## src/rtl/text_input_pipeline.sv

```systemverilog
// Text input stage: streams words from m1, folds ASCII upper case to lower case,
// writes each word to the same address in m2, and raises a sticky done flag.
// Pipeline: the read address is presented while in RUN, the registered SRAM read
// returns the word one cycle later, and the folded word is registered onto the
// m2 write port, so m2WE rises two cycles after the address is issued.
module text_input_pipeline #(
  parameter int unsigned ADDR_W    = 16,
  parameter int unsigned DATA_W    = 128,
  parameter int unsigned MAX_WORDS = 65536
) (
  input  logic              clock,
  input  logic              rst_n,
  input  logic              start,
  output logic [ADDR_W-1:0] m1ReadAddr,
  input  logic [DATA_W-1:0] m1ReadVal,
  output logic [ADDR_W-1:0] m2ReadAddr,
  input  logic [DATA_W-1:0] m2ReadVal,
  output logic [ADDR_W-1:0] m2WriteAddr,
  output logic [DATA_W-1:0] m2WriteVal,
  output logic              m2WE,
  output logic              done
);

  localparam int unsigned NumBytes = DATA_W / 8;
  localparam logic [ADDR_W-1:0] LastAddr = ADDR_W'(MAX_WORDS - 1);
  localparam logic [ADDR_W:0] CntOne = {{ADDR_W{1'b0}}, 1'b1};

  typedef enum logic [1:0] {StIdle, StRun, StDrain, StDone} state_e;

  state_e state_q, state_d;

  logic [ADDR_W-1:0] rd_addr;
  logic [ADDR_W:0]   write_cnt;
  logic              s1_vld_q;
  logic [ADDR_W-1:0] s1_tag_q;

  logic              term;
  logic              issue;
  logic              last_issue;
  logic              s1_wr;
  logic [DATA_W-1:0] folded;

  // m2 read port is reserved; write_cnt is only observed hierarchically.
  logic unused_sigs;
  assign unused_sigs = ^{m2ReadVal, write_cnt};

  assign m1ReadAddr = rd_addr;
  assign m2ReadAddr = '0;

  // A valid word of all zeros marks the end of the text.
  assign term  = s1_vld_q && (m1ReadVal == '0);
  assign s1_wr = s1_vld_q && (m1ReadVal != '0);

  // State register.
  always_ff @(posedge clock or negedge rst_n) begin
    if (!rst_n) begin
      state_q <= StIdle;
    end else begin
      state_q <= state_d;
    end
  end

  // Next-state logic.
  always_comb begin
    state_d = state_q;
    unique case (state_q)
      StIdle: begin
        if (start) state_d = StRun;
      end
      StRun: begin
        if (term || last_issue) state_d = StDrain;
      end
      StDrain: begin
        // Any word in the m2WE register is written on this same edge.
        if (!s1_vld_q) state_d = StDone;
      end
      StDone: begin
        state_d = StDone;
      end
      default: begin
        state_d = StIdle;
      end
    endcase
  end

  // FSM outputs: issue a read each RUN cycle unless the terminator has just arrived.
  always_comb begin
    issue      = 1'b0;
    last_issue = 1'b0;
    if (state_q == StRun && !term) begin
      issue      = 1'b1;
      last_issue = (rd_addr == LastAddr);
    end
  end

  // Byte-wise case fold: 'A'..'Z' become 'a'..'z', all other bytes pass through.
  always_comb begin
    logic [7:0] byte_v;
    byte_v = 8'h00;
    folded = m1ReadVal;
    for (int i = 0; i < NumBytes; i++) begin
      byte_v = m1ReadVal[8*i +: 8];
      if (byte_v >= 8'h41 && byte_v <= 8'h5A) begin
        folded[8*i +: 8] = byte_v + 8'h20;
      end
    end
  end

  // Read address counter; holds at the last address so it never wraps.
  always_ff @(posedge clock or negedge rst_n) begin
    if (!rst_n) begin
      rd_addr <= '0;
    end else if (issue && !last_issue) begin
      rd_addr <= rd_addr + 1'b1;
    end
  end

  // S1 valid flag and address tag for the read in flight.
  always_ff @(posedge clock or negedge rst_n) begin
    if (!rst_n) begin
      s1_vld_q <= 1'b0;
      s1_tag_q <= '0;
    end else begin
      s1_vld_q <= issue;
      if (issue) s1_tag_q <= rd_addr;
    end
  end

  // m2 write port register; m2WE drops whenever S1 holds no writable word.
  always_ff @(posedge clock or negedge rst_n) begin
    if (!rst_n) begin
      m2WE        <= 1'b0;
      m2WriteAddr <= '0;
      m2WriteVal  <= '0;
    end else begin
      m2WE <= s1_wr;
      if (s1_wr) begin
        m2WriteAddr <= s1_tag_q;
        m2WriteVal  <= folded;
      end
    end
  end

  // Count of words committed to m2.
  always_ff @(posedge clock or negedge rst_n) begin
    if (!rst_n) begin
      write_cnt <= '0;
    end else if (m2WE) begin
      write_cnt <= write_cnt + CntOne;
    end
  end

  // Sticky completion flag.
  always_ff @(posedge clock or negedge rst_n) begin
    if (!rst_n) begin
      done <= 1'b0;
    end else if (state_d == StDone) begin
      done <= 1'b1;
    end
  end

endmodule

```

## config.mk

```make
export PLATFORM = sky130hd
export DESIGN_NAME = text_input_pipeline
export DESIGN_NICKNAME = d
export VERILOG_FILES = /design/src/rtl/text_input_pipeline.sv
export SDC_FILE = /design/constraint.sdc
export NUM_CORES = 1
export LEC_CHECK = 0
export BUFFER_PORTS_ARGS = -buffer_cell sky130_fd_sc_hd__buf_2
export CORE_AREA = 3 3 169 171
export DETAILED_ROUTE_END_ITERATION = 12
export DIE_AREA = 0 0 172 174
export PLACE_DENSITY = 0.69
export SYNTH_ARGS = -nofsm -noshare
export SYNTH_HDL_FRONTEND = slang
export SYNTH_SLANG_ARGS = --single-unit
```

## constraint.sdc

```tcl
create_clock -name clock -period 2.5 [get_ports clock]
set_clock_uncertainty 0.05 [all_clocks]
set_input_delay 0.25 -clock clock [delete_from_list [all_inputs] [get_ports clock]]
set_output_delay 0.25 -clock clock [all_outputs]
set_load 0.03 [all_outputs]
```

==> results.sh <==
export IMPL_status="finished, final reports clean"
export IMPL_clk_pin_slew_ns=0.08
export IMPL_first_pass_iters=5
export IMPL_dpl_hpwl_mm=19.5
export IMPL_worstHoldStart="m1ReadVal[44]"
export IMPL_drt_iter0_markers=383
export IMPL_numCtsBuffers=17
export IMPL_hp_class="input pin to flip-flop"
export IMPL_drc_errors=0
export IMPL_synth_edf_count=0
export IMPL_r2r_start="m1ReadAddr[7]"
export IMPL_p_comb_share_pct=20.5
export IMPL_switching_share_pct=31.4
export IMPL_place_gp_congestion=0.816
export IMPL_max_clock_path_buffers=2
export IMPL_ir_worst_vdd_uv=679
export IMPL_ys_warn_count=0
export IMPL_drt_antenna_violating_nets=0
export IMPL_slew_headroom_pct=61.5
export IMPL_syn_area_mm2=0.00849
export IMPL_ys_types=36
export IMPL_dp_cells=1348
export IMPL_start_util_pct=31.4
export IMPL_synth_area_leaders="dfrtp_1, mux2_4, mux2_2, a21oi_1, nor2_1"
export IMPL_startpoint_type="input pin"
export IMPL_io_buffers=292
export IMPL_synth_seq_cells=181
export IMPL_worstSkewPairLatency_ns=0.42
export IMPL_wire_per_inst_um=18.2
export IMPL_crit_path_end_kind="flip-flop"
export IMPL_synth_ff_type="dfrtp_1"
export IMPL_grt_max_degree=88
export IMPL_crit_start="m1ReadVal[70]"
export IMPL_routed_wl_mm=25.1
export IMPL_die_x_um=172
export IMPL_p_int_w=0.00521
export IMPL_core_rowCount=60
export IMPL_core_area_mm2=0.0270
export IMPL_p_leak_nw=5.66
export IMPL_clockPowerShare_pct=34.6
export IMPL_cap_violations=0
export IMPL_synth_top_area_share_pct=53.4
export IMPL_fin_cells=1381
export IMPL_die_area_mm2=0.0299
export IMPL_synth_area_leader_cell="dfrtp_1"
export IMPL_vias=6593
export IMPL_root_buffer="clkbuf_16"
export IMPL_pre_cts_ws_ns=-0.231
export IMPL_worstMarginPinSlew_ns=0.572
export IMPL_cts_sinks=181
export IMPL_grt_total_usage_pct=16.2
export IMPL_powerDensity_mw_per_mm2=686
export IMPL_p_sw_w=0.00238
export IMPL_grt_pass1_wl_mm=37.5
export IMPL_fin_ws_ns=0.219
export IMPL_grt_ovfl_total=0
export IMPL_timing_final_max_slew_violations=0
export IMPL_antenna_found_initial=1
export IMPL_vias_per_cell=4.77
export IMPL_clock_fmax_ghz=0.438
export IMPL_rsz0062_at_grt="no"
export IMPL_syn2layout_area_growth_pct=30.3
export IMPL_async_flop_share_pct=100
export IMPL_h_tree_depth=4
export IMPL_netlist_top_cells_count="dfrtp_1, nor2_1, mux2_4, a21oi_1, mux2_2"
export IMPL_hold_viol_final=0
export IMPL_yosysMostFrequentCell="dfrtp_1"
export IMPL_final_nets=1303
export IMPL_worst_setup_path_type="input pin to flip-flop"
export IMPL_final_period_utilization_pct=91.3
export IMPL_synthCells=708
export IMPL_setup_violations=0
export IMPL_cp_max_fo=74
export IMPL_worst_endpoint_required_ns=2.75
export IMPL_cp_data_arrival_time_ns=2.53
export IMPL_yosysSeqAreaShare_pct=53.4
export IMPL_die_y_um=174
export IMPL_post_cts_resized=0
export IMPL_grt_pass1_vias=6618
export IMPL_syn_avg_cell_area_um2=12.0
export IMPL_drive_gt1_share_pct=45.5
export IMPL_fin_crit_ns=2.28
export IMPL_seqPwrFrac_pct=44.9
export IMPL_cts_tree="yes"
export IMPL_io_pins=437
cells in the final DEF, fill, tap and decap left out, drive strengths merged, types with 11 or more instances in the layout:
cell	synthesis	routed
o21ai	18	18
nand4	15	15
nand2b	11	11
nand2	22	22
dfrtp	181	181
nand3	25	25
o211ai	13	13
conb	1	16
nor4	26	26
inv	20	26
nor2	84	84
ha	17	17
xnor2	14	14
mux2	114	114
a21oi	74	74
clkbuf	12	21
buf	30	325
logic make-up (layout without fill, tap and decap cells):
group           after synthesis  after routing  share of synthesized area, %
other cells                   1             17                        0.0442
mux                         119            119                          19.2
flops                       181            181                          53.4
simple gates                197            197                          11.2
compound gates              117            117                          7.72
fa+ha+maj                    17             17                          2.51
xor+xnor                     14             14                          1.44
buf+inv                      62            378                          4.50
metal layers:
layer / wire [um] / part of all wire (%) / GRT usage (%)
met1: 10800 / 43 / 20.5
met2: 11700 / 46 / 26.4
met3: 2280 / 9.1 / 5.91
met5: 0 / 0 / 0
met4: 393 / 1.6 / 4.26
power by group through the flow:
stage | registers (W) | logic (W) | clock network [W]
floorplan | 0.00389 | 0.000500 | 0
global placement | 0.00345 | 0.00155 | 0
detailed placement | 0.00346 | 0.00157 | 0
CTS | 0.00341 | 0.00157 | 0.00272
global route | 0.00345 | 0.00167 | 0.00282
finish | 0.00341 | 0.00155 | 0.00263
worst max-delay path, stage by stage:
cell	delay, ns
buf_2	0.12
nor4_1	0.38
buf_4	0.18
nand4_1	0.14
nor4_1	0.41
buf_4	0.22
a31oi_4	0.12
buf_12	0.22
buf_4	0.25
nor2_1	0.09
a21oi_1	0.06
layout make-up:
type,instances,area (um^2)
sequential,181,4530
tap,341,427
clock buffer,20,447
inverter,20,75.1
antenna,1,2.50
fill,2609,16000
timing repair buffer,327,1810
clock inverter,11,115
multi-input combinational,480,3660
metrics by stage:
step	util, %	area, um^2	TNS, ns	power [W]	hold WS, ns
2_1_floorplan	-	8550	0	0.00439	-0.0956
3_3_place_gp	38.8	10500	-32.04	0.00500	0.202
3_5_place_dp	38.8	10500	-25.70	0.00503	0.206
4_1_cts	40.9	11100	0	0.00770	0.00309
5_1_grt	40.9	11100	0	0.00795	0.00561
6_report	40.9	11100	0	0.00759	0.0277
sequential cells by signal, indices dropped and copies added, names as in the netlist:
| register | count |
|---|---|
| s1_vld_q | 1 |
| m2WE | 1 |
| m1ReadAddr | 16 |
| s1_tag_q | 16 |
| m2WriteVal | 128 |
| state_q | 2 |
| m2WriteAddr | 16 |
| done | 1 |
worst paths after layout:
kind | cells past startpoint | slack, ns | endpoint
hold / removal | 2 | 0.03 | m2WriteVal[44]
hold reg to reg | 1 | 0.42 | done
min in group asynchronous | 2 | 0.30 | m2WriteVal[10]
setup / recovery | 11 | 0.22 | m2WriteVal[71]
setup reg to reg | 6 | 0.39 | m1ReadAddr[1]
max in group asynchronous | 3 | 1.29 | m2WriteVal[87]
timing repair:
action,CTS,global route
buffers inserted,0,0
hold buffers,1,0
endpoints found under the hold margin,52,0
Power figures use the tool's default switching activity.
